## src/rtl/md_issue_sched.sv

```systemverilog
// Issue sequencer for the shared multiply/divide unit: round-robin grant between the
// MUL and DIV reservation stations, fixed-latency timing and CDB result handshake.
module md_issue_sched #(
    parameter int TAG_W            = 6,
    parameter int MUL_LAT          = 3,
    parameter int DIV_LAT          = 33,
    parameter int MD_OP_WIDTH      = 2,
    parameter int MD_OUT_SEL_WIDTH = 2
) (
    input  logic                        clk,
    input  logic                        reset,
    input  logic                        mul_req_valid,
    output logic                        mul_req_ready,
    input  logic [TAG_W-1:0]            mul_req_tag,
    input  logic [MD_OP_WIDTH-1:0]      mul_req_op,
    input  logic                        mul_req_in_1_signed,
    input  logic                        mul_req_in_2_signed,
    input  logic [MD_OUT_SEL_WIDTH-1:0] mul_req_out_sel,
    input  logic                        div_req_valid,
    output logic                        div_req_ready,
    input  logic [TAG_W-1:0]            div_req_tag,
    input  logic [MD_OP_WIDTH-1:0]      div_req_op,
    input  logic                        div_req_in_1_signed,
    input  logic                        div_req_in_2_signed,
    input  logic [MD_OUT_SEL_WIDTH-1:0] div_req_out_sel,
    input  logic                        flush,
    output logic                        md_start,
    output logic                        md_kill,
    output logic                        md_src_sel,
    output logic [MD_OP_WIDTH-1:0]      md_req_op,
    output logic                        md_req_in_1_signed,
    output logic                        md_req_in_2_signed,
    output logic [MD_OUT_SEL_WIDTH-1:0] md_req_out_sel,
    output logic                        cdb_valid,
    input  logic                        cdb_ready,
    output logic [TAG_W-1:0]            cdb_tag,
    output logic                        busy
);

    localparam int MAX_LAT = (MUL_LAT > DIV_LAT) ? MUL_LAT : DIV_LAT;
    localparam int CNT_W   = $clog2(MAX_LAT + 1);
    localparam logic [CNT_W-1:0] MUL_CNT = CNT_W'(MUL_LAT);
    localparam logic [CNT_W-1:0] DIV_CNT = CNT_W'(DIV_LAT);
    localparam logic [CNT_W-1:0] CNT_ONE = CNT_W'(1);

    typedef enum logic [1:0] {
        IDLE = 2'd0,
        RUN  = 2'd1,
        DONE = 2'd2
    } state_t;

    state_t           state;
    logic             prio;   // 0: MUL side wins a tie, 1: DIV side wins
    logic [CNT_W-1:0] cnt;
    logic             can_accept;
    logic             mul_acc;
    logic             div_acc;

    assign can_accept    = (state == IDLE) && !flush;
    assign mul_req_ready = can_accept && (!div_req_valid || !prio);
    assign div_req_ready = can_accept && (!mul_req_valid || prio);
    assign mul_acc       = mul_req_valid && mul_req_ready;
    assign div_acc       = div_req_valid && div_req_ready;
    assign busy          = (state != IDLE);

    always_ff @(posedge clk) begin
        if (reset) begin
            state              <= IDLE;
            prio               <= 1'b0;
            cnt                <= '0;
            md_start           <= 1'b0;
            md_kill            <= 1'b0;
            md_src_sel         <= 1'b0;
            md_req_op          <= '0;
            md_req_in_1_signed <= 1'b0;
            md_req_in_2_signed <= 1'b0;
            md_req_out_sel     <= '0;
            cdb_valid          <= 1'b0;
            cdb_tag            <= '0;
        end else begin
            md_start <= 1'b0;
            md_kill  <= 1'b0;
            if (flush) begin
                // A result handed over in this same cycle counts as broadcast, so no abort.
                state     <= IDLE;
                cdb_valid <= 1'b0;
                md_kill   <= (state == RUN) || ((state == DONE) && !cdb_ready);
            end else begin
                case (state)
                    IDLE: begin
                        if (mul_acc || div_acc) begin
                            state      <= RUN;
                            md_start   <= 1'b1;
                            prio       <= mul_acc;
                            md_src_sel <= div_acc;
                            if (div_acc) begin
                                cnt                <= DIV_CNT;
                                cdb_tag            <= div_req_tag;
                                md_req_op          <= div_req_op;
                                md_req_in_1_signed <= div_req_in_1_signed;
                                md_req_in_2_signed <= div_req_in_2_signed;
                                md_req_out_sel     <= div_req_out_sel;
                            end else begin
                                cnt                <= MUL_CNT;
                                cdb_tag            <= mul_req_tag;
                                md_req_op          <= mul_req_op;
                                md_req_in_1_signed <= mul_req_in_1_signed;
                                md_req_in_2_signed <= mul_req_in_2_signed;
                                md_req_out_sel     <= mul_req_out_sel;
                            end
                        end
                    end
                    RUN: begin
                        cnt <= cnt - CNT_ONE;
                        if (cnt == CNT_ONE) begin
                            state     <= DONE;
                            cdb_valid <= 1'b1;
                        end
                    end
                    DONE: begin
                        if (cdb_ready) begin
                            state     <= IDLE;
                            cdb_valid <= 1'b0;
                        end
                    end
                    default: state <= IDLE;
                endcase
            end
        end
    end

endmodule
```

## config.mk

```make
export PLATFORM = sky130hd
export DESIGN_NAME = md_issue_sched
export DESIGN_NICKNAME = d
export VERILOG_FILES = /design/src/rtl/md_issue_sched.sv
export SDC_FILE = /design/constraint.sdc
export NUM_CORES = 1
export LEC_CHECK = 0
export CAP_MARGIN = 0
export CORE_UTILIZATION = 46
export DETAILED_ROUTE_END_ITERATION = 7
export PLACE_DENSITY = 0.84
export REMOVE_ABC_BUFFERS = 1
export SLEW_MARGIN = 20
export SYNTH_ARGS = -nofsm -noshare
export SYNTH_HDL_FRONTEND = slang
export SYNTH_SLANG_ARGS = --single-unit
export TNS_END_PERCENT = 30
```

## constraint.sdc

```tcl
create_clock -name clk -period 4.5 [get_ports clk]
set_clock_uncertainty 0.1 [all_clocks]
set_input_delay 0.9 -clock clk [delete_from_list [all_inputs] [get_ports clk]]
set_output_delay 0.9 -clock clk [all_outputs]
set_load 0.01 [all_outputs]
```

==> results.ini, run 1 <==
[power]
power.total_uw=471
total_leakage_power_uw=0.000668
vdd_drop_max_mv=0.209
p_per_area_mw_per_mm2=272

[critical_path]
worstReg2RegStart=state[0]
path_cells=clkdlybuf4s50_1 -> or3_1 -> a21oi_1 -> clkdlybuf4s50_1
worst-path-max-fanout=10
reg2reg_slack_ns=2.40
crit_required_ns=3.50
start_kind=input pin
endpoint=mul_req_ready
cp-startpoint=flush
cp_common_cell=clkdlybuf4s50_1
r2r_cells=4
critPathSlowestCell=clkdlybuf4s50_1
r2r_end=cdb_tag[5]
cp_slowest_stage_delay_ns=0.56
cp-end-kind=primary output
cp.arrival_ns=2.55
path_class=in2out

[synth]
syn_area_per_cell_sq_um=8.50
synthFlopType=dfxtp_1
synth_area_leaders=dfxtp_1, a211oi_2, a21oi_1
synth-seq-area-share_pct=40.6
synthAdderAreaFrac_pct=2.03
synth_seq_cells=25
ys_types=37
synthTopCellsByCount=dfxtp_1, nor2_1, a21oi_1
synth_mux_area_share_pct=0
synthArstFlopShare_pct=0
syn_inst=145
synth_compound_area_share_pct=26.8
synth_edf_count=0
synth_most_common_cell=dfxtp_1
synth_xor_xnor_area_share_pct=0
synthSimpleGateAreaFrac_pct=24.7
netlist.area_leader.share_pct=40.6
synth_top_family_by_area=compound AO/OA/AOI/OAI gates
synth_largest_area_cell=dfxtp_1
ys_warn_count=0
netlist_area_sq_mm=0.00123

[timing]
hold_ws_ns=0.397
slew_headroom_pct=36.7
setup_tns_ns=0
drv_slew=0
fin_crit_sh_pct=78.9
fmax_ghz=0.281
setup_viol_count_final=0
hold_viol=0
rsz0062_at_grt=no
min_period_ns=3.55
tightest_slew_ns=0.945

[cells_and_area]
drive_above_1_share_pct=9.47
utilization_pct=69.2
n_fill_cell=207
synthToLayoutAreaGrowth_pct=40.4
fin_nets=223
final_area_sq_mm=0.00173
antenna_cells=0

[route]
first_iter_violations=20
routed_wl_um=3040
wl_per_cell_um=13.8
drc=0
viasPerCell=5.59
antenna_left=0
first_pass_iters=4
num_vias=1229

[place]
io_buffer_count=48
gp_congestion=0.737
dp_hpwl_um=2220
post_dp_cell_area_sq_mm=0.00170

[clock_tree]
root_buffer=clkbuf_4
clkLatencyLatePin_ns=0.32
cts_resized=0
ctsLongestPathBuffers=2
cts_tree=built
cts_buffers=3
cts.sinks=25
cts_max_level=1
post_cts_buffers=0
cts_hold_buf=0
cts.clk_slew.worst_paths_ns=0.13

[floorplan]
fp.coreArea_sq_mm=0.00250
die-area_sq_mm=0.00289
start_util_pct=49.3
io_pins=49
dieWidth_um=53.8
fp.dieH_um=53.8
num_rows=18

[job]
max_cap_viol_count=0

[global_route]
met3_usage_pct=2.54
grt_util_all_layers_pct=21.9
grt_pass1_wl_um=4510
grt_pass1_vias=1034
antenna_found_initial=0
overflow=0
met1_usage_pct=25.8
met2_usage_pct=38.3
busiest_layer=met2
grt_max_degree=22

[status]
status=completed

[min_path]
hold_class=reg2reg

==> state kept, by name, summed over array words and instances, names as in the netlist <==
register,flops
md_src_sel,1
md_req_in_2_signed,1
md_req_out_sel,2
prio,1
state,2
cnt,6
cdb_valid,1
md_req_op,2
cdb_tag,6
md_kill,1
md_req_in_1_signed,1
md_start,1
==> cell usage in the layout, fill, tap and decap left out, types with 2 or more instances in the layout <==
| cell type | n |
|---|---|
| a211oi_1 | 7 |
| a211oi_2 | 8 |
| a21oi_1 | 20 |
| buf_4 | 2 |
| clkbuf_4 | 3 |
| clkdlybuf4s50_1 | 48 |
| dfxtp_1 | 25 |
| ha_1 | 2 |
| inv_1 | 3 |
| nand2_1 | 15 |
| nand2b_1 | 2 |
| nand3b_1 | 2 |
| nor2_1 | 21 |
| nor3_1 | 6 |
| o21ai_0 | 4 |
| or2_2 | 2 |
| or3_1 | 2 |
==> layer usage <==
metal / wire length (um) / share of wire, %
met3: 113 / 3.7
met2: 1590 / 52
met4: 55 / 1.8
met5: 0 / 0
met1: 1280 / 42
==> report_power, final <==
part           leakage (uW)  switching, uW  total, uW  internal [uW]
logic              0.000448           57.4        124           67.1
registers          0.000205           8.95        244            235
clock network     0.0000150           67.8        103           34.8
total              0.000668            134        471            337
==> cell type report <==
cell class | instances | area [sq um] | area share (%)
inverters | 3 | 11.3 | 0.651
repair buffers | 50 | 495 | 28.6
clock buffers | 4 | 26.3 | 1.52
well taps | 30 | 37.5 | 2.17
multi-input cells | 108 | 659 | 38.1
flip-flops and latches | 25 | 500 | 28.9
==> cell families after synthesis <==
family	Yosys count
and+or+nand+nor	60
AOI/OAI and AO/OA	46
adders and majority gates	2
DFF	25
buffers and inverters	12
==> how the worst min path moves through the flow <==
stage               start         end  cells after the start
5_1_grt        cdb_tag[4]  cdb_tag[4]                      2
6_report           cnt[1]      cnt[1]                      2
3_3_place_gp       cnt[1]      cnt[1]                      2
4_1_cts            cnt[1]      cnt[1]                      2
3_5_place_dp       cnt[1]      cnt[1]                      2
2_1_floorplan      cnt[1]      cnt[1]                      2
==> worst max-delay path, delay by kind of cell <==
kind,cells,cell delay [ns]
AND/OR/NAND/NOR,1,0.41
AO/OA/AOI/OAI,1,0.14
buffers and inverters,2,1.11
==> stage by stage <==
| step | instances | worst slack [ns] |
|---|---|---|
| 6_report | 220 | 0.947 |
| 5_1_grt | 220 | 0.877 |
| 4_1_cts | 220 | 0.950 |
| 3_5_place_dp | 216 | 0.940 |
| 3_3_place_gp | 216 | 0.990 |
| 2_1_floorplan | 136 | 2.04 |
Power figures use the tool's default switching activity.
==> run 2, diff against run 1 <==
--- a/config.mk
+++ b/config.mk
@@ -6,9 +6,9 @@
 export NUM_CORES = 1
 export LEC_CHECK = 0
 export CAP_MARGIN = 0
-export CORE_UTILIZATION = 46
+export CORE_UTILIZATION = 38
 export DETAILED_ROUTE_END_ITERATION = 7
-export PLACE_DENSITY = 0.84
+export PLACE_DENSITY = 0.74
 export REMOVE_ABC_BUFFERS = 1
 export SLEW_MARGIN = 20
 export SYNTH_ARGS = -nofsm -noshare
==> constraint.sdc (replaced) <==
create_clock -name clk -period 3 [get_ports clk]
set_clock_uncertainty 0.1 [all_clocks]
set_input_delay 0.6 -clock clk [delete_from_list [all_inputs] [get_ports clk]]
set_output_delay 0.6 -clock clk [all_outputs]
set_load 0.01 [all_outputs]
==> run 2 against run 1 <==
Global-route usage shrank 3.1 points. Critical path type unchanged. Largest cell class unchanged. Highest routed layer unchanged. Sequential power is 50% higher. Hold slack improved by 0.0057 ns.
==> results.ini, run 2 (same netlist as run 1, synthesis figures left out) <==
[status]
status=completed

[global_route]
grt_pass1_vias=1177
grt_pass1_wl_um=5080
grt_util_all_layers_pct=18.8
antenna_found_initial=0
overflow=0
grt_max_degree=20

[route]
drt-met1-wl_um=1470
antenna_left=0
first_iter_violations=53
wl_met2_um=1560
top_layer_used=met4
drc=0
num_vias=1214
wl_per_cell_um=13.3
viasPerCell=5.14
routed_wl_um=3130
first_pass_iters=4
met3_length_um=70

[power]
p_per_area_mw_per_mm2=401
p_seq_share_pct=51.7
power.total_uw=708
p_int_uw=505
power.share.switching_pct=28.6
total_leakage_power_uw=0.000681
comb_power_share_pct=26.8
vdd_drop_max_mv=0.273
clock_power_share_pct=21.4
p_switching_uw=203

[timing]
setup_viol_count_final=0
rsz0062_at_grt=no
slew_headroom_pct=71.3
setup_tns_ns=0
fmax_ghz=0.362
fin_crit_sh_pct=92.1
hold_viol=0
tightest_slew_ns=0.426
drv_slew=0
min_period_ns=2.76

[place]
dp_hpwl_um=2370
post_dp_cell_area_sq_mm=0.00174
gp_congestion=0.814
io_buffer_count=48

[cells_and_area]
largestRegisters=cdb_tag (6), cnt (6)
drive_above_1_share_pct=10.9
synthToLayoutAreaGrowth_pct=43.1
antenna_cells=0
fin_nets=225
layout_commonest_cell=clkdlybuf4s50_1
layout_common_cells=clkdlybuf4s50_1, dfxtp_1, nor2_1
n_fill_cell=290
final_area_sq_mm=0.00176

[critical_path]
cp-end-kind=primary output
path_class=in2out
crit_required_ns=2.30
worst-path-max-fanout=3
cp.arrival_ns=2.06
start_kind=input pin

[clock_tree]
post_cts_buffers=0
ctsLongestPathBuffers=2
cts_max_level=1
cts_tree=built
cts_hold_buf=0
cts_resized=0
root_buffer=clkbuf_4
cts.sinks=25
cts_buffers=3
cts.clk_slew.worst_paths_ns=0.13
clkLatencyLatePin_ns=0.32

[floorplan]
num_rows=20
io_pins=49
fp.coreArea_sq_mm=0.00305
dieWidth_um=59.0
fp.dieH_um=59.0
start_util_pct=40.4
die-area_sq_mm=0.00348

[min_path]
hold_class=reg2reg

[job]
max_cap_viol_count=0

## run 2: cell count changes in the layout (fill, tap and decap cells not counted), sizes merged
cell    previous run  this run
buf                2         4
clkbuf             4         3
clkinv             0         1
## run 2: per-layer routing
layer  up-vias  GRT usage [%]
li1        610              -
met1       572           23.9
met3         4           1.54
met2        28           33.3
met5         -              0
met4         0           6.46
## run 2: worst paths after layout
check	start	end	slack, ns	cells past startpoint
worst max register to register	state[0]	md_req_in_2_signed	1.16	4
worst min-delay path	cnt[4]	cnt[4]	0.40	2
worst max-delay path	flush	mul_req_ready	0.24	4
worst min register to register	cnt[4]	cnt[4]	0.40	2
## run 2: area by class of cell
cell class | count | area [sq um] | share of cell area (%)
multi-input cells | 108 | 659 | 37.4
inverters | 3 | 11.3 | 0.638
flip-flops and latches | 25 | 500 | 28.4
clock buffers | 3 | 22.5 | 1.28
repair buffers | 52 | 510 | 28.9
well taps | 44 | 55.1 | 3.12
clock inverters | 1 | 5.00 | 0.284
## run 2: metrics by stage
| step | utilization [%] | hold WS, ns | worst slack, ns | instances |
|---|---|---|---|---|
| 2_1_floorplan | - | 0.352 | 1.10 | 136 |
| 3_3_place_gp | 56.9 | 0.376 | 0.239 | 232 |
| 3_5_place_dp | 56.9 | 0.382 | 0.229 | 232 |
| 4_1_cts | 57.8 | 0.404 | 0.227 | 236 |
| 5_1_grt | 57.8 | 0.443 | 0.142 | 236 |
| 6_report | 57.8 | 0.402 | 0.238 | 236 |
## run 2: power by group through the flow
stage / Sequential, uW / Clock (uW) / Combinational (uW)
2_1_floorplan: 380 / 0 / 78.5
3_3_place_gp: 373 / 0 / 186
3_5_place_dp: 374 / 0 / 190
4_1_cts: 366 / 157 / 191
5_1_grt: 369 / 176 / 207
6_report: 366 / 152 / 190
## run 2: worst max-delay path, cell delays in order
cell	delay [ns]
clkdlybuf4s50_1	0.43
or3_1	0.35
a21oi_1	0.13
clkdlybuf4s50_1	0.55
